`src/rtl/rx_frame_loader_if.sv`:
```
// Byte-receiver input and frame-buffer/status output bundle of rx_frame_loader.
// master = the loader, slave = the byte source plus frame-buffer/pipeline side.
interface rx_frame_loader_if #(
    parameter int unsigned ADDR_W = 14
);
    logic              rx_pronto;
    logic [7:0]        rx_dados;
    logic              mem_we;
    logic [ADDR_W-1:0] mem_addr;
    logic [7:0]        mem_data;
    logic [7:0]        frame_w;
    logic [7:0]        frame_h;
    logic              frame_valid;
    logic              frame_err;
    logic              busy;
    logic [3:0]        db_estado;

    modport master (
        input  rx_pronto, rx_dados,
        output mem_we, mem_addr, mem_data, frame_w, frame_h,
               frame_valid, frame_err, busy, db_estado
    );

    modport slave (
        output rx_pronto, rx_dados,
        input  mem_we, mem_addr, mem_data, frame_w, frame_h,
               frame_valid, frame_err, busy, db_estado
    );
endinterface

```
`src/rtl/rx_frame_loader.sv`:
```
// Parses sync/width/height/pixels/checksum packets from the serial receiver,
// writes pixels in raster order into the frame buffer and flags frame done/error.
module rx_frame_loader #(
    parameter int unsigned ADDR_W      = 14,
    parameter logic [7:0]  SYNC_BYTE   = 8'hAA,
    parameter int unsigned TIMEOUT_CYC = 8680
) (
    input  logic                clock,
    input  logic                reset,
    rx_frame_loader_if.master   bus
);

    localparam int unsigned CNT_W  = ADDR_W + 1;
    localparam int unsigned TMR_W  = $clog2(TIMEOUT_CYC + 1);
    localparam int unsigned AREA_W = (CNT_W > 16) ? CNT_W + 1 : 17;

    typedef enum logic [3:0] {
        S_IDLE = 4'd0,
        S_LARG = 4'd1,
        S_ALT  = 4'd2,
        S_PIX  = 4'd3,
        S_CHK  = 4'd4,
        S_OK   = 4'd5,
        S_ERR  = 4'd6
    } state_e;

    state_e            state_q;
    logic [7:0]        w_q;
    logic [CNT_W-1:0]  total_q;
    logic [CNT_W-1:0]  cnt_q;
    logic [7:0]        xor_q;
    logic [TMR_W-1:0]  tmr_q;
    logic              mem_we_q;
    logic [ADDR_W-1:0] mem_addr_q;
    logic [7:0]        mem_data_q;
    logic [7:0]        frame_w_q;
    logic [7:0]        frame_h_q;
    logic              frame_valid_q;
    logic              frame_err_q;

    logic [AREA_W-1:0] area_c;
    logic              hdr_bad_c;
    logic              timeout_c;
    logic              last_pix_c;
    logic              in_frame_c;

    // Header area is computed wide enough that 255*255 never wraps before the limit check.
    assign area_c     = AREA_W'(w_q) * AREA_W'(bus.rx_dados);
    assign hdr_bad_c  = (bus.rx_dados == 8'd0) || (area_c > (AREA_W'(1) << ADDR_W));
    assign timeout_c  = (tmr_q == TMR_W'(TIMEOUT_CYC - 1));
    assign last_pix_c = (cnt_q == total_q - CNT_W'(1));
    assign in_frame_c = (state_q == S_LARG) || (state_q == S_ALT) ||
                        (state_q == S_PIX)  || (state_q == S_CHK);

    always_ff @(posedge clock or negedge reset) begin
        if (!reset) begin
            state_q       <= S_IDLE;
            w_q           <= '0;
            total_q       <= '0;
            cnt_q         <= '0;
            xor_q         <= '0;
            tmr_q         <= '0;
            mem_we_q      <= 1'b0;
            mem_addr_q    <= '0;
            mem_data_q    <= '0;
            frame_w_q     <= '0;
            frame_h_q     <= '0;
            frame_valid_q <= 1'b0;
            frame_err_q   <= 1'b0;
        end else begin
            mem_we_q      <= 1'b0;
            frame_valid_q <= 1'b0;
            frame_err_q   <= 1'b0;

            // Inter-byte watchdog: only runs inside a frame, any byte restarts it.
            if (in_frame_c && !bus.rx_pronto && !timeout_c) begin
                tmr_q <= tmr_q + TMR_W'(1);
            end else begin
                tmr_q <= '0;
            end

            case (state_q)
                S_IDLE: begin
                    if (bus.rx_pronto && (bus.rx_dados == SYNC_BYTE)) begin
                        state_q <= S_LARG;
                    end
                end

                S_LARG: begin
                    if (bus.rx_pronto) begin
                        w_q <= bus.rx_dados;
                        if (bus.rx_dados == 8'd0) begin
                            state_q     <= S_ERR;
                            frame_err_q <= 1'b1;
                        end else begin
                            state_q <= S_ALT;
                        end
                    end else if (timeout_c) begin
                        state_q     <= S_ERR;
                        frame_err_q <= 1'b1;
                    end
                end

                S_ALT: begin
                    if (bus.rx_pronto) begin
                        if (hdr_bad_c) begin
                            state_q     <= S_ERR;
                            frame_err_q <= 1'b1;
                        end else begin
                            frame_w_q <= w_q;
                            frame_h_q <= bus.rx_dados;
                            total_q   <= CNT_W'(area_c);
                            cnt_q     <= '0;
                            xor_q     <= '0;
                            state_q   <= S_PIX;
                        end
                    end else if (timeout_c) begin
                        state_q     <= S_ERR;
                        frame_err_q <= 1'b1;
                    end
                end

                S_PIX: begin
                    if (bus.rx_pronto) begin
                        mem_we_q   <= 1'b1;
                        mem_addr_q <= ADDR_W'(cnt_q);
                        mem_data_q <= bus.rx_dados;
                        xor_q      <= xor_q ^ bus.rx_dados;
                        cnt_q      <= cnt_q + CNT_W'(1);
                        if (last_pix_c) begin
                            state_q <= S_CHK;
                        end
                    end else if (timeout_c) begin
                        state_q     <= S_ERR;
                        frame_err_q <= 1'b1;
                    end
                end

                S_CHK: begin
                    if (bus.rx_pronto) begin
                        if (bus.rx_dados == xor_q) begin
                            state_q       <= S_OK;
                            frame_valid_q <= 1'b1;
                        end else begin
                            state_q     <= S_ERR;
                            frame_err_q <= 1'b1;
                        end
                    end else if (timeout_c) begin
                        state_q     <= S_ERR;
                        frame_err_q <= 1'b1;
                    end
                end

                S_OK:    state_q <= S_IDLE;
                S_ERR:   state_q <= S_IDLE;
                default: state_q <= S_IDLE;
            endcase
        end
    end

    assign bus.mem_we      = mem_we_q;
    assign bus.mem_addr    = mem_addr_q;
    assign bus.mem_data    = mem_data_q;
    assign bus.frame_w     = frame_w_q;
    assign bus.frame_h     = frame_h_q;
    assign bus.frame_valid = frame_valid_q;
    assign bus.frame_err   = frame_err_q;
    assign bus.busy        = (state_q != S_IDLE);
    assign bus.db_estado   = state_q;

endmodule

```
`src/flat_wrapper.sv`:
```
// flat-port wrapper written by rule: the top's interface ports become plain ports
module rx_frame_loader_flat 
#(
    parameter int unsigned ADDR_W      = 14,
    parameter logic [7:0]  SYNC_BYTE   = 8'hAA,
    parameter int unsigned TIMEOUT_CYC = 8680
)
  (clock, reset, bus_rx_pronto, bus_rx_dados, bus_mem_we, bus_mem_addr, bus_mem_data, bus_frame_w, bus_frame_h, bus_frame_valid, bus_frame_err, bus_busy, bus_db_estado);
  rx_frame_loader_if #(.ADDR_W(ADDR_W)) bus_i ();
  input  logic clock;
  input  logic reset;
  input wire logic [$bits(bus_i.rx_pronto)-1:0] bus_rx_pronto;
  input wire logic [$bits(bus_i.rx_dados)-1:0] bus_rx_dados;
  output wire logic [$bits(bus_i.mem_we)-1:0] bus_mem_we;
  output wire logic [$bits(bus_i.mem_addr)-1:0] bus_mem_addr;
  output wire logic [$bits(bus_i.mem_data)-1:0] bus_mem_data;
  output wire logic [$bits(bus_i.frame_w)-1:0] bus_frame_w;
  output wire logic [$bits(bus_i.frame_h)-1:0] bus_frame_h;
  output wire logic [$bits(bus_i.frame_valid)-1:0] bus_frame_valid;
  output wire logic [$bits(bus_i.frame_err)-1:0] bus_frame_err;
  output wire logic [$bits(bus_i.busy)-1:0] bus_busy;
  output wire logic [$bits(bus_i.db_estado)-1:0] bus_db_estado;
  assign bus_i.rx_pronto = bus_rx_pronto;
  assign bus_i.rx_dados = bus_rx_dados;
  assign bus_mem_we = bus_i.mem_we;
  assign bus_mem_addr = bus_i.mem_addr;
  assign bus_mem_data = bus_i.mem_data;
  assign bus_frame_w = bus_i.frame_w;
  assign bus_frame_h = bus_i.frame_h;
  assign bus_frame_valid = bus_i.frame_valid;
  assign bus_frame_err = bus_i.frame_err;
  assign bus_busy = bus_i.busy;
  assign bus_db_estado = bus_i.db_estado;
  rx_frame_loader #(.ADDR_W(ADDR_W), .SYNC_BYTE(SYNC_BYTE), .TIMEOUT_CYC(TIMEOUT_CYC)) u_core (.clock(clock), .reset(reset), .bus(bus_i));
endmodule
```
`config.mk`:
```
export PLATFORM = sky130hd
export DESIGN_NAME = rx_frame_loader_flat
export DESIGN_NICKNAME = d
export VERILOG_FILES = /design/src/rtl/rx_frame_loader_if.sv /design/src/rtl/rx_frame_loader.sv /design/src/flat_wrapper.sv
export SDC_FILE = /design/constraint.sdc
export NUM_CORES = 1
export LEC_CHECK = 0
export CORE_UTILIZATION = 25
export CTS_BUF_LIST = sky130_fd_sc_hd__clkbuf_8
export DETAILED_ROUTE_END_ITERATION = 16
export PLACE_DENSITY = 0.48
export SLEW_MARGIN = 20
export SYNTH_ARGS = -nofsm -noshare
export SYNTH_HDL_FRONTEND = slang
export SYNTH_SLANG_ARGS = --single-unit
```
`constraint.sdc`:
```
create_clock -name clock -period 6.9 [get_ports clock]
set_clock_uncertainty 0.15 [all_clocks]
set_input_delay 2.07 -clock clock [delete_from_list [all_inputs] [get_ports clock]]
set_output_delay 2.07 -clock clock [all_outputs]
set_load 0.03 [all_outputs]
```
==> results.yml <==
outcome:
  status: "finished, final reports clean"
worst_setup_path:
  crit_path_start_kind: "primary input"
  worstPathRequired_ps: 7050
  crit_type: "primary input to register"
  cp-end-kind: "register"
  crit_arrival_ps: 7040
  cp_max_fo: 6
layout:
  fin_nets: 990
  diodes: 0
  drive_above_1_share_pct: 23.3
  areaGrowthSynthToFinish_pct: 28.7
route:
  wl_per_cell_um: 14.4
  postRouteWirelength_mm: 18.6
  via_per_inst: 4.54
  first_pass_iters: 5
  vias: 5867
  drc: 0
  ant_nets: 0
  first_iter_violations: 281
clock_network:
  insertion_delay_ps: 400
  cts-root-buf: "clkbuf_8"
  cts_tree: "built"
  clock-sinks: 105
  clock_tree.buffer_depth: 2
  ctsHoldBuffers: 0
  cts.htree.levels: 3
  cts_buffers: 9
  clk_pin_slew_ps: 110
sta:
  finalHoldViolations: 0
  slew_headroom_pct: 48.2
  setup_viol: 0
  rsz0062_at_grt: "true"
  setup_tns_ps: 0
  finalCritPeriodShare_pct: 100
  worst_slew_pin_slew_ps: 777
  period_needed_ps: 6900
  clock.fmax_ghz: 0.145
  slew_viol_final: 0
global_routing:
  grt_pass1_wl_mm: 30.8
  grt_use_total_pct: 12.7
  grt_pass1_vias: 5819
  grt_max_degree: 59
  antenna_found_initial: 0
  grt_overflow: 0
placement:
  place_congestion: 0.771
  portBuffers: 56
  hpwl_mm: 14.0
yosys:
  yosysWarnings: 0
  syn_area_per_cell_um2: 9.40
  seq_area_frac_synth_pct: 35.5
  syn-num-nets: 873
  yosys.cell_types.count: 62
  syn_area_um2: 7390
  syn_inst: 787
  ys_ff_latch: 105
  synth_edf_count: 0
  synth-async-reset-ratio_pct: 100
  synth-main-ff-cell: "dfrtp_1"
pwr:
  ir_drop_uv: 83.5
  powerDensity_nw_per_um2: 135
  p_total_w: 0.00129
  p_leak_nw: 4.49
floorplanning:
  dieWidth_um: 174
  coreArea_um2: 28900
  dieHeight_um: 174
  initial_core_util_pct: 25.6
  rows: 62
  design.die.area_um2: 30300
  pin_count: 57
worst_hold_path:
  hold_path_class: "register to register"
flow_run:
  max-cap-violations: 0
==> worst max-delay path, cell delays in order <==
cell     delay [ps]
buf_2           120
buf_6           130
and2_4          160
fa_2            360
fa_1            480
inv_1            50
fa_1            450
fa_1            530
inv_2            40
ha_4            290
o21ai_2          80
o21ai_0         300
buf_4           180
a211o_1         110
nand3_1         110
buf_4           160
o31a_1          320
buf_6           130
nor4b_4         410
buf_4           240
nor2_1           50
mux2_2          260
==> placed cells by master (no fill, tap or decap), types with 6 or more instances in the layout <==
cell / Yosys / layout
dfrtp_1: 105 / 105
nand2_1: 107 / 101
buf_4: 0 / 74
inv_1: 67 / 61
and2_1: 58 / 50
nor2_1: 55 / 48
clkdlybuf4s50_1: 0 / 47
fa_1: 36 / 34
o21ai_0: 37 / 33
ha_1: 39 / 31
xor2_1: 25 / 24
xnor2_1: 21 / 20
mux2_2: 24 / 19
nand3_1: 18 / 18
mux2_4: 13 / 18
a21oi_1: 19 / 13
nor3_1: 11 / 11
buf_6: 2 / 11
nand4_1: 10 / 10
clkbuf_8: 0 / 9
and2_4: 0 / 8
and3_1: 9 / 8
nor2b_1: 9 / 8
or4_1: 7 / 7
nor4_1: 7 / 6
ha_4: 0 / 6
==> kinds of logic after synthesis <==
kind of cell / synth area share [%]
other cells: 0.0507
compound gates: 9.27
mux: 6.57
fa+ha+maj: 16.3
flops: 35.5
simple gates: 21.5
buf+inv: 5.31
xor+xnor: 5.45
==> synthesized netlist by cell type, types with 3 or more instances <==
library cell	count	area [um2]
a211oi_1	3	22.5
a21o_1	3	22.5
a21oi_1	19	95.1
a31oi_1	3	18.8
and2_1	58	363
and3_1	9	56.3
clkbuf_1	29	109
dfrtp_1	105	2630
fa_1	36	721
ha_1	39	488
inv_1	67	251
mux2_2	24	270
mux2_4	13	195
nand2_1	107	402
nand2b_1	4	25.0
nand3_1	18	90.1
nand3b_1	4	30.0
nand4_1	10	62.6
nor2_1	55	206
nor2b_1	9	56.3
nor3_1	11	55.1
nor4_1	7	43.8
o2111ai_1	4	35.0
o211ai_1	5	37.5
o21a_1	4	30.0
o21ai_0	37	185
o31ai_1	4	30.0
or3_1	6	37.5
or4_1	7	52.6
xnor2_1	21	184
xor2_1	25	219
==> routing by layer <==
layer / GRT usage, % / up-vias / part of all wire (%)
met5: 0 / - / 0
met4: 3.07 / 0 / 1.1
met3: 2.14 / 14 / 2.9
li1: - / 2879 / -
met1: 17.5 / 2887 / 49
met2: 20.6 / 87 / 47
==> state kept, by name (all words and copies together), names as in the netlist <==
signal / flops
u_core.cnt_q: 15
u_core.total_q: 15
u_core.bus.mem_addr: 14
u_core.tmr_q: 14
u_core.bus.frame_h: 8
u_core.bus.frame_w: 8
u_core.bus.mem_data: 8
u_core.w_q: 8
u_core.xor_q: 8
u_core.bus.db_estado: 4
u_core.bus.frame_err: 1
u_core.bus.frame_valid: 1
u_core.bus.mem_we: 1
==> power by group <==
part | switching [W] | leakage, nW | internal, W
sequential | 0.0000216 | 1.43 | 0.000628
clock | 0.000246 | 0.107 | 0.000178
combinational | 0.000112 | 2.95 | 0.000101
==> cell type report <==
cell class                 count  area, um2
timing repair buffer         139       1220
clock inverter                 7       93.8
inverter                      67        254
tap                          384        480
multi-input combinational    582       4710
clock buffer                   9        124
sequential                   105       2630
fill                        3025      19400
==> what timing repair did <==
action,CTS,global route
buffers inserted,4,7
pin swaps,22,17
gates cloned,2,0
gates resized for setup,60,42
setup endpoints to repair,57,52
==> final timing paths <==
kind	from	endpoint	slack, ps	depth (start not counted)
max	bus_rx_dados[3]	u_core.cnt_q[12]	2	22
min	u_core.bus.mem_addr[10]	u_core.bus.mem_addr[10]	330	2
max reg2reg	u_core.w_q[0]	u_core.cnt_q[12]	1200	20
min reg2reg	u_core.bus.mem_addr[10]	u_core.bus.mem_addr[10]	330	2
max in group asynchronous	reset	u_core.bus.frame_h[4]	3900	2
min in group asynchronous	reset	u_core.tmr_q[7]	1560	1
==> through the flow <==
stage	cells	setup slack [ps]	utilization, %	instance area, um2	hold WS (ps)
5_1_grt	1293	-127	32.9	9510	363
3_3_place_gp	1266	-1120	31.1	8990	309
4_1_cts	1287	0.0120	32.2	9310	337
3_5_place_dp	1266	-1160	31.1	8990	312
2_1_floorplan	787	-168	-	7610	298
6_report	1293	2.30	32.9	9510	332
Power figures use the tool's default switching activity.
